**src/rtl/axi_wr_arbiter.sv**
```systemverilog
// Two-requester AXI write arbiter: 1-cycle registered grant, then AW/W/B forwarded combinationally from the owner.
// Backpressure: owner readies mirror the shared port in the active phase only; non-owner and off-phase traffic stalls.
`timescale 1ns/1ps
module axi_wr_arbiter #(
  parameter int AW = 32,
  parameter int DW = 64
) (
  input  logic            axi_aclk,
  input  logic            axi_aresetn,
  input  logic [AW-1:0]   m0_awaddr,
  input  logic [7:0]      m0_awlen,
  input  logic [2:0]      m0_awsize,
  input  logic [1:0]      m0_awburst,
  input  logic            m0_awvalid,
  output logic            m0_awready,
  input  logic [DW-1:0]   m0_wdata,
  input  logic [DW/8-1:0] m0_wstrb,
  input  logic            m0_wlast,
  input  logic            m0_wvalid,
  output logic            m0_wready,
  output logic [1:0]      m0_bresp,
  output logic            m0_bvalid,
  input  logic            m0_bready,
  input  logic [AW-1:0]   m1_awaddr,
  input  logic [7:0]      m1_awlen,
  input  logic [2:0]      m1_awsize,
  input  logic [1:0]      m1_awburst,
  input  logic            m1_awvalid,
  output logic            m1_awready,
  input  logic [DW-1:0]   m1_wdata,
  input  logic [DW/8-1:0] m1_wstrb,
  input  logic            m1_wlast,
  input  logic            m1_wvalid,
  output logic            m1_wready,
  output logic [1:0]      m1_bresp,
  output logic            m1_bvalid,
  input  logic            m1_bready,
  output logic [AW-1:0]   axi_awaddr,
  output logic [7:0]      axi_awlen,
  output logic [2:0]      axi_awsize,
  output logic [1:0]      axi_awburst,
  output logic            axi_awvalid,
  input  logic            axi_awready,
  output logic [DW-1:0]   axi_wdata,
  output logic [DW/8-1:0] axi_wstrb,
  output logic            axi_wlast,
  output logic            axi_wvalid,
  input  logic            axi_wready,
  input  logic [1:0]      axi_bresp,
  input  logic            axi_bvalid,
  output logic            axi_bready,
  output logic [1:0]      gnt,
  output logic            wlast_err
);

  typedef enum logic [1:0] {IDLE, ADDR, DATA, RESP} state_t;

  state_t     state;
  logic       own;       // 0 = m0 owns, 1 = m1 owns; meaningful outside IDLE
  logic       rr;        // requester favoured on a tie
  logic [7:0] len_q;
  logic [7:0] beat_cnt;
  logic       pick;
  logic       own_wlast;

  assign pick      = (m0_awvalid && m1_awvalid) ? rr : m1_awvalid;
  assign own_wlast = own ? m1_wlast : m0_wlast;

  always_comb begin
    axi_awaddr  = own ? m1_awaddr  : m0_awaddr;
    axi_awlen   = own ? m1_awlen   : m0_awlen;
    axi_awsize  = own ? m1_awsize  : m0_awsize;
    axi_awburst = own ? m1_awburst : m0_awburst;
    axi_awvalid = (state == ADDR) && (own ? m1_awvalid : m0_awvalid);
    axi_wdata   = own ? m1_wdata : m0_wdata;
    axi_wstrb   = own ? m1_wstrb : m0_wstrb;
    axi_wvalid  = (state == DATA) && (own ? m1_wvalid : m0_wvalid);
    axi_wlast   = (state == DATA) && (beat_cnt == len_q);
    axi_bready  = (state == RESP) && (own ? m1_bready : m0_bready);
    m0_awready  = (state == ADDR) && !own && axi_awready;
    m1_awready  = (state == ADDR) &&  own && axi_awready;
    m0_wready   = (state == DATA) && !own && axi_wready;
    m1_wready   = (state == DATA) &&  own && axi_wready;
    m0_bvalid   = (state == RESP) && !own && axi_bvalid;
    m1_bvalid   = (state == RESP) &&  own && axi_bvalid;
    m0_bresp    = ((state == RESP) && !own) ? axi_bresp : 2'b00;
    m1_bresp    = ((state == RESP) &&  own) ? axi_bresp : 2'b00;
  end

  always_ff @(posedge axi_aclk) begin
    if (!axi_aresetn) begin
      state     <= IDLE;
      gnt       <= 2'b00;
      own       <= 1'b0;
      rr        <= 1'b0;
      len_q     <= 8'd0;
      beat_cnt  <= 8'd0;
      wlast_err <= 1'b0;
    end else begin
      case (state)
        IDLE: begin
          if (m0_awvalid || m1_awvalid) begin
            own   <= pick;
            gnt   <= pick ? 2'b10 : 2'b01;
            state <= ADDR;
          end
        end
        ADDR: begin
          if (axi_awvalid && axi_awready) begin
            len_q    <= axi_awlen;
            beat_cnt <= 8'd0;
            state    <= DATA;
          end
        end
        DATA: begin
          if (axi_wvalid && axi_wready) begin
            // Requester wlast is only audited; the generated one always governs the burst.
            if (own_wlast != axi_wlast) wlast_err <= 1'b1;
            beat_cnt <= beat_cnt + 8'd1;
            if (axi_wlast) state <= RESP;
          end
        end
        RESP: begin
          if (axi_bvalid && axi_bready) begin
            rr    <= ~own;
            gnt   <= 2'b00;
            state <= IDLE;
          end
        end
        default: state <= IDLE;
      endcase
    end
  end

endmodule

```
**config.mk**
```make
export PLATFORM = sky130hd
export DESIGN_NAME = axi_wr_arbiter
export DESIGN_NICKNAME = d
export VERILOG_FILES = /design/src/rtl/axi_wr_arbiter.sv
export SDC_FILE = /design/constraint.sdc
export NUM_CORES = 1
export LEC_CHECK = 0
export BUFFER_PORTS_ARGS = -buffer_cell sky130_fd_sc_hd__buf_2
export CAP_MARGIN = 20
export CORE_AREA = 2 2 147 149
export DETAILED_ROUTE_END_ITERATION = 6
export DIE_AREA = 0 0 149 151
export GPL_ROUTABILITY_DRIVEN = 0
export SLEW_MARGIN = 20
export SYNTH_ARGS = -nofsm -noshare
export SYNTH_HDL_FRONTEND = slang
export SYNTH_SLANG_ARGS = --single-unit
```
**constraint.sdc**
```tcl
create_clock -name axi_aclk -period 2.9 [get_ports axi_aclk]
set_clock_uncertainty 0.15 [all_clocks]
set_input_delay 0.58 -clock axi_aclk [delete_from_list [all_inputs] [get_ports axi_aclk]]
set_output_delay 0.58 -clock axi_aclk [all_outputs]
set_load 0.02 [all_outputs]
```
Word-level counts from Yosys, hierarchy flattened
Index checks and enable logic that the tools add are counted.
Widths: inputs -> output; s select.

cells by class
  $add $sub $neg = 1
  equal/unequal tests = 10
  multiplexer cells = 25
  bitwise gates (word level) = 1
  reduce and logical (&&, ||, !) cells = 32

operators by type and width
  operator             count
  $mux 64              1
  $mux 32              1
  $mux 8               4
  $logic_and 1x1->1    20
  $mux 2               10
  $pmux 8 s2           1
  $reduce_and 3->1     3
  $add 8x1->8 const B  1
  $eq 8x8->1           1
  $pmux 2 s4           1
  $ne 2x1->1 const B   3
  $reduce_and 2->1     3
  $mux 1               5
  $reduce_and 5->1     1
  $eq 2x2->1 const B   2
  $ne 2x2->1 const B   2
  $pmux 2 s2           1
  $reduce_bool 2->1    2
  $mux 3               1
  $eq 2x1->1 const B   1
  $logic_not 2->1      1
  $logic_not 1->1      1
  $logic_or 1x1->1     1
  $ne 1x1->1           1
  $not 1->1            1

storage, ports and cells
  flip-flop bits (word level) = 23
  input port bits = 249
  output and inout port bits = 134

Depth between registers and ports, before layout
  word-level depth = 5
  gate-level depth with buffers = 7
  depth with buffers taken out = 7

Worst setup path before layout
No wires, ideal clock.

  path kind = reg-to-output
  from = reg own
  to = out axi_awaddr[10]
  arrival = 1.527 ns
  required time = 2.170 ns
  path slack = 0.643 ns
  stages on the path, launching flop included = 6
  buffers on the path = 4
  cell sequence = dfxtp_1 > buf_4 > buf_2 > clkbuf_1 > buf_2 > mux2_2

between the ends
  word-level cells in the longest chain between the ends = 1

RTL lines
  what                    line  source
  start, declared         59    logic own;
  start signal, assigned  103   own <= pick;
  $mux 32                 70    axi_awaddr = own ? m1_awaddr : m0_awaddr;
  end, declared           38    output logic [AW-1:0] axi_awaddr,

Every way passes these cells.

Final worst setup path
  from = reg state[1]
  to = out m0_bresp[0]

between the ends
  word-level cells in the longest chain between the ends = 3

RTL lines
  what                    line  source
  start, declared         58    state_t state;
  start signal, assigned  92    state <= IDLE;
  start signal, assigned  105   state <= ADDR;
  start signal, assigned  112   state <= DATA;
  $eq 2x2->1              86    m0_bresp = ((state == RESP) && !own) ? axi_bresp : 2'b00;
  $logic_and 1x1->1       86
  $mux 2                  86
  end, declared           21    output logic [1:0] m0_bresp,

Every way passes these cells.

==> impl_metrics.ini <==
[grt]
grt_use_met3_pct = 6.60
antenna_found_initial = 25
use_met1_pct = 18.8
grt_pass1_wl_um = 24000
grt_overflow = 0
grt_max_degree = 67
grt_use_met2_pct = 23.8
track_usage_pct = 15.0
busiest_layer = met2
grt_pass1_vias = 3471

[setup_path]
arrival_ps = 1710
timing.rr.end = beat_cnt[7]$_SDFFE_PN0P_
setup.worst_path.end = m0_bresp[0]
critPathMaxFanout = 9
cp.required_ps = 2170
r2r_start = state[0]$_SDFFE_PN0P_
endpoint_kind = output port
r2r_cells = 7
startpoint_type = flip-flop
critPathLaunch = state[1]$_SDFFE_PN0P_
reg2reg_slack_ps = 660
crit_type = reg2out

[clocking]
clockBufferDepth = 2
ctsResizeCount = 0
insertion_delay_ps = 260
clock_sinks = 23
cts_tree = yes
clockRootBuffer = clkbuf_16
cts.hold.buffers_added = 0
numCtsBuffers = 3
cts_max_level = 1
post-cts-setup-buffers = 0
clk_pin_slew_worst_paths_ps = 70

[power_and_ir_drop]
p_per_area_nw_per_um2 = 463
p_leak_nw = 2.61
ir_worst_vdd_uv = 252
finalPower_w = 0.00234

[route]
vias_per_cell = 3.96
wl_per_cell_um = 19.6
drc = 0
vias = 3726
drt_iter0_drc = 129
drt.antenna.violating_nets = 0
wl_um = 18400
dr.pass1.iters = 4

[sta]
slew-limit-headroom_pct = 51.1
setup_viol = 0
hold_viol = 0
worst_slew_pin_slew_ps = 728
tns_ps = 0
finalCritPeriodShare_pct = 84.2
fmax_ghz = 0.409
min_period_ps = 2440
drv_slew = 0
whs_ps = 322
setup_ws_ps = 457
rsz0062_at_grt = no

[floorplanning]
ioPinCount = 383
die_w_um = 149
start_util_pct = 13.1
die_h_um = 151
row_count = 53
die_area_um2 = 22500
core-area_um2 = 20800

[yosys]
ys_ff_latch = 23
yosysSeqAreaShare_pct = 16.9
synth.avg_cell_area_um2 = 9.66
syn_inst = 282
synth_nets = 537
syn_area_um2 = 2730
yosysWarnings = 0
synth_cell_types = 33

[finish]
fin_cells = 942
finalNetCount = 909
syn_to_final_growth_pct = 85.9
regArea_um2 = 464
layout_common_cells = buf_2 (382), mux2_2 (117), dfxtp_1 (22)
final_layout_size_suffix_gt1_share_pct = 78.4
nFillCells = 2310
final_common_cell = buf_2
multi_input_area_um2 = 2160

[run]
maxCapViolations = 0

[run_status]
status = finished, final reports clean

[placement]
placed_cells = 924
dp_slack_ps = 682
place.port_buffers = 382
dp_hpwl_um = 16700

[min_path]
hold_path.class = reg2reg
[state kept, by name, summed over array words and instances (netlist names)]
register	cells
own	1
len_q	8
state	2
beat_cnt	8
wlast_err	1
rr	1
gnt	2
[cells in the mapped netlist (all sizes together)]
master  instances  share of area [%]
mux2          117                 48
dfxtp          23                 17
buf            13                2.5
nand2          12                1.8
nor2           12                1.7
nor2b          10                2.3
mux2i           8                2.9
o211a           8                2.9
or3             8                1.8
xnor2           8                2.6
and3            7                1.6
and2            6                1.4
clkbuf          6               0.83
ha              6                2.8
xor2            6                1.9
inv             5               0.69
nand4           4               0.92
o21ai           4                1.1
nand3           3               0.55
o31ai           3               0.83
a21boi          2               0.55
a21oi           2               0.37
a22oi           2               0.55
a211oi          1               0.28
nand2b          1               0.23
nand3b          1               0.28
nand4b          1               0.32
nor3b           1               0.28
o22ai           1               0.46
or4             1               0.28
[final cells by class]
class	instances	share of cell area, %
Multi-Input combinational cell	235	42.6
Timing Repair Buffer	386	38.8
Sequential cell	23	9.17
Tap cell	275	6.79
Clock buffer	3	1.48
Antenna cell	14	0.692
Inverter	5	0.371
Clock inverter	1	0.0988
[power breakdown]
group / internal [W] / switching (W) / total (W)
Sequential: 0.000362 / 0.0000450 / 0.000407
Clock: 0.000186 / 0.000117 / 0.000303
Combinational: 0.000716 / 0.000919 / 0.00163
Total: 0.00126 / 0.00108 / 0.00234
[layer usage]
layer  vias to the layer above  share of wire (%)
met5                         -               0.54
met4                        14               0.86
met3                        20                 13
met2                       212                 45
met1                      1690                 41
li1                       1790                  -
[cells by family after synthesis]
family	after synthesis	synth area share, %
mux	125	51.3
simple gates	67	13.5
buf+inv	24	3.99
compound gates	23	7.12
flops	23	16.9
xor+xnor	14	4.50
fa+ha+maj	6	2.75
[worst max-delay path, stage by stage, from the launching register on]
cell,delay (ps)
dfxtp_1,380
ha_1,350
nor2b_1,300
and2_1,230
buf_2,190
[through the flow]
stage | utilization [%] | instance area (µm²)
after global routing | 24.2 | 5040
after global placement | 23.8 | 4950
after CTS | 24.2 | 5030
after detailed placement | 23.8 | 4950
final | 24.3 | 5060
after floorplan | - | 2730
[how the worst min path moves through the flow]
stage / from / endpoint / slack [ps] / cells past startpoint
after detailed placement: wlast_err$_SDFFE_PN0P_ / wlast_err$_SDFFE_PN0P_ / 310 / 2
after CTS: wlast_err$_SDFFE_PN0P_ / wlast_err$_SDFFE_PN0P_ / 330 / 2
after floorplan: beat_cnt[7]$_SDFFE_PN0P_ / beat_cnt[7]$_SDFFE_PN0P_ / 310 / 2
after global placement: wlast_err$_SDFFE_PN0P_ / wlast_err$_SDFFE_PN0P_ / 290 / 2
after global routing: wlast_err$_SDFFE_PN0P_ / wlast_err$_SDFFE_PN0P_ / 380 / 2
final: wlast_err$_SDFFE_PN0P_ / wlast_err$_SDFFE_PN0P_ / 320 / 2
Power figures use the tool's default switching activity.
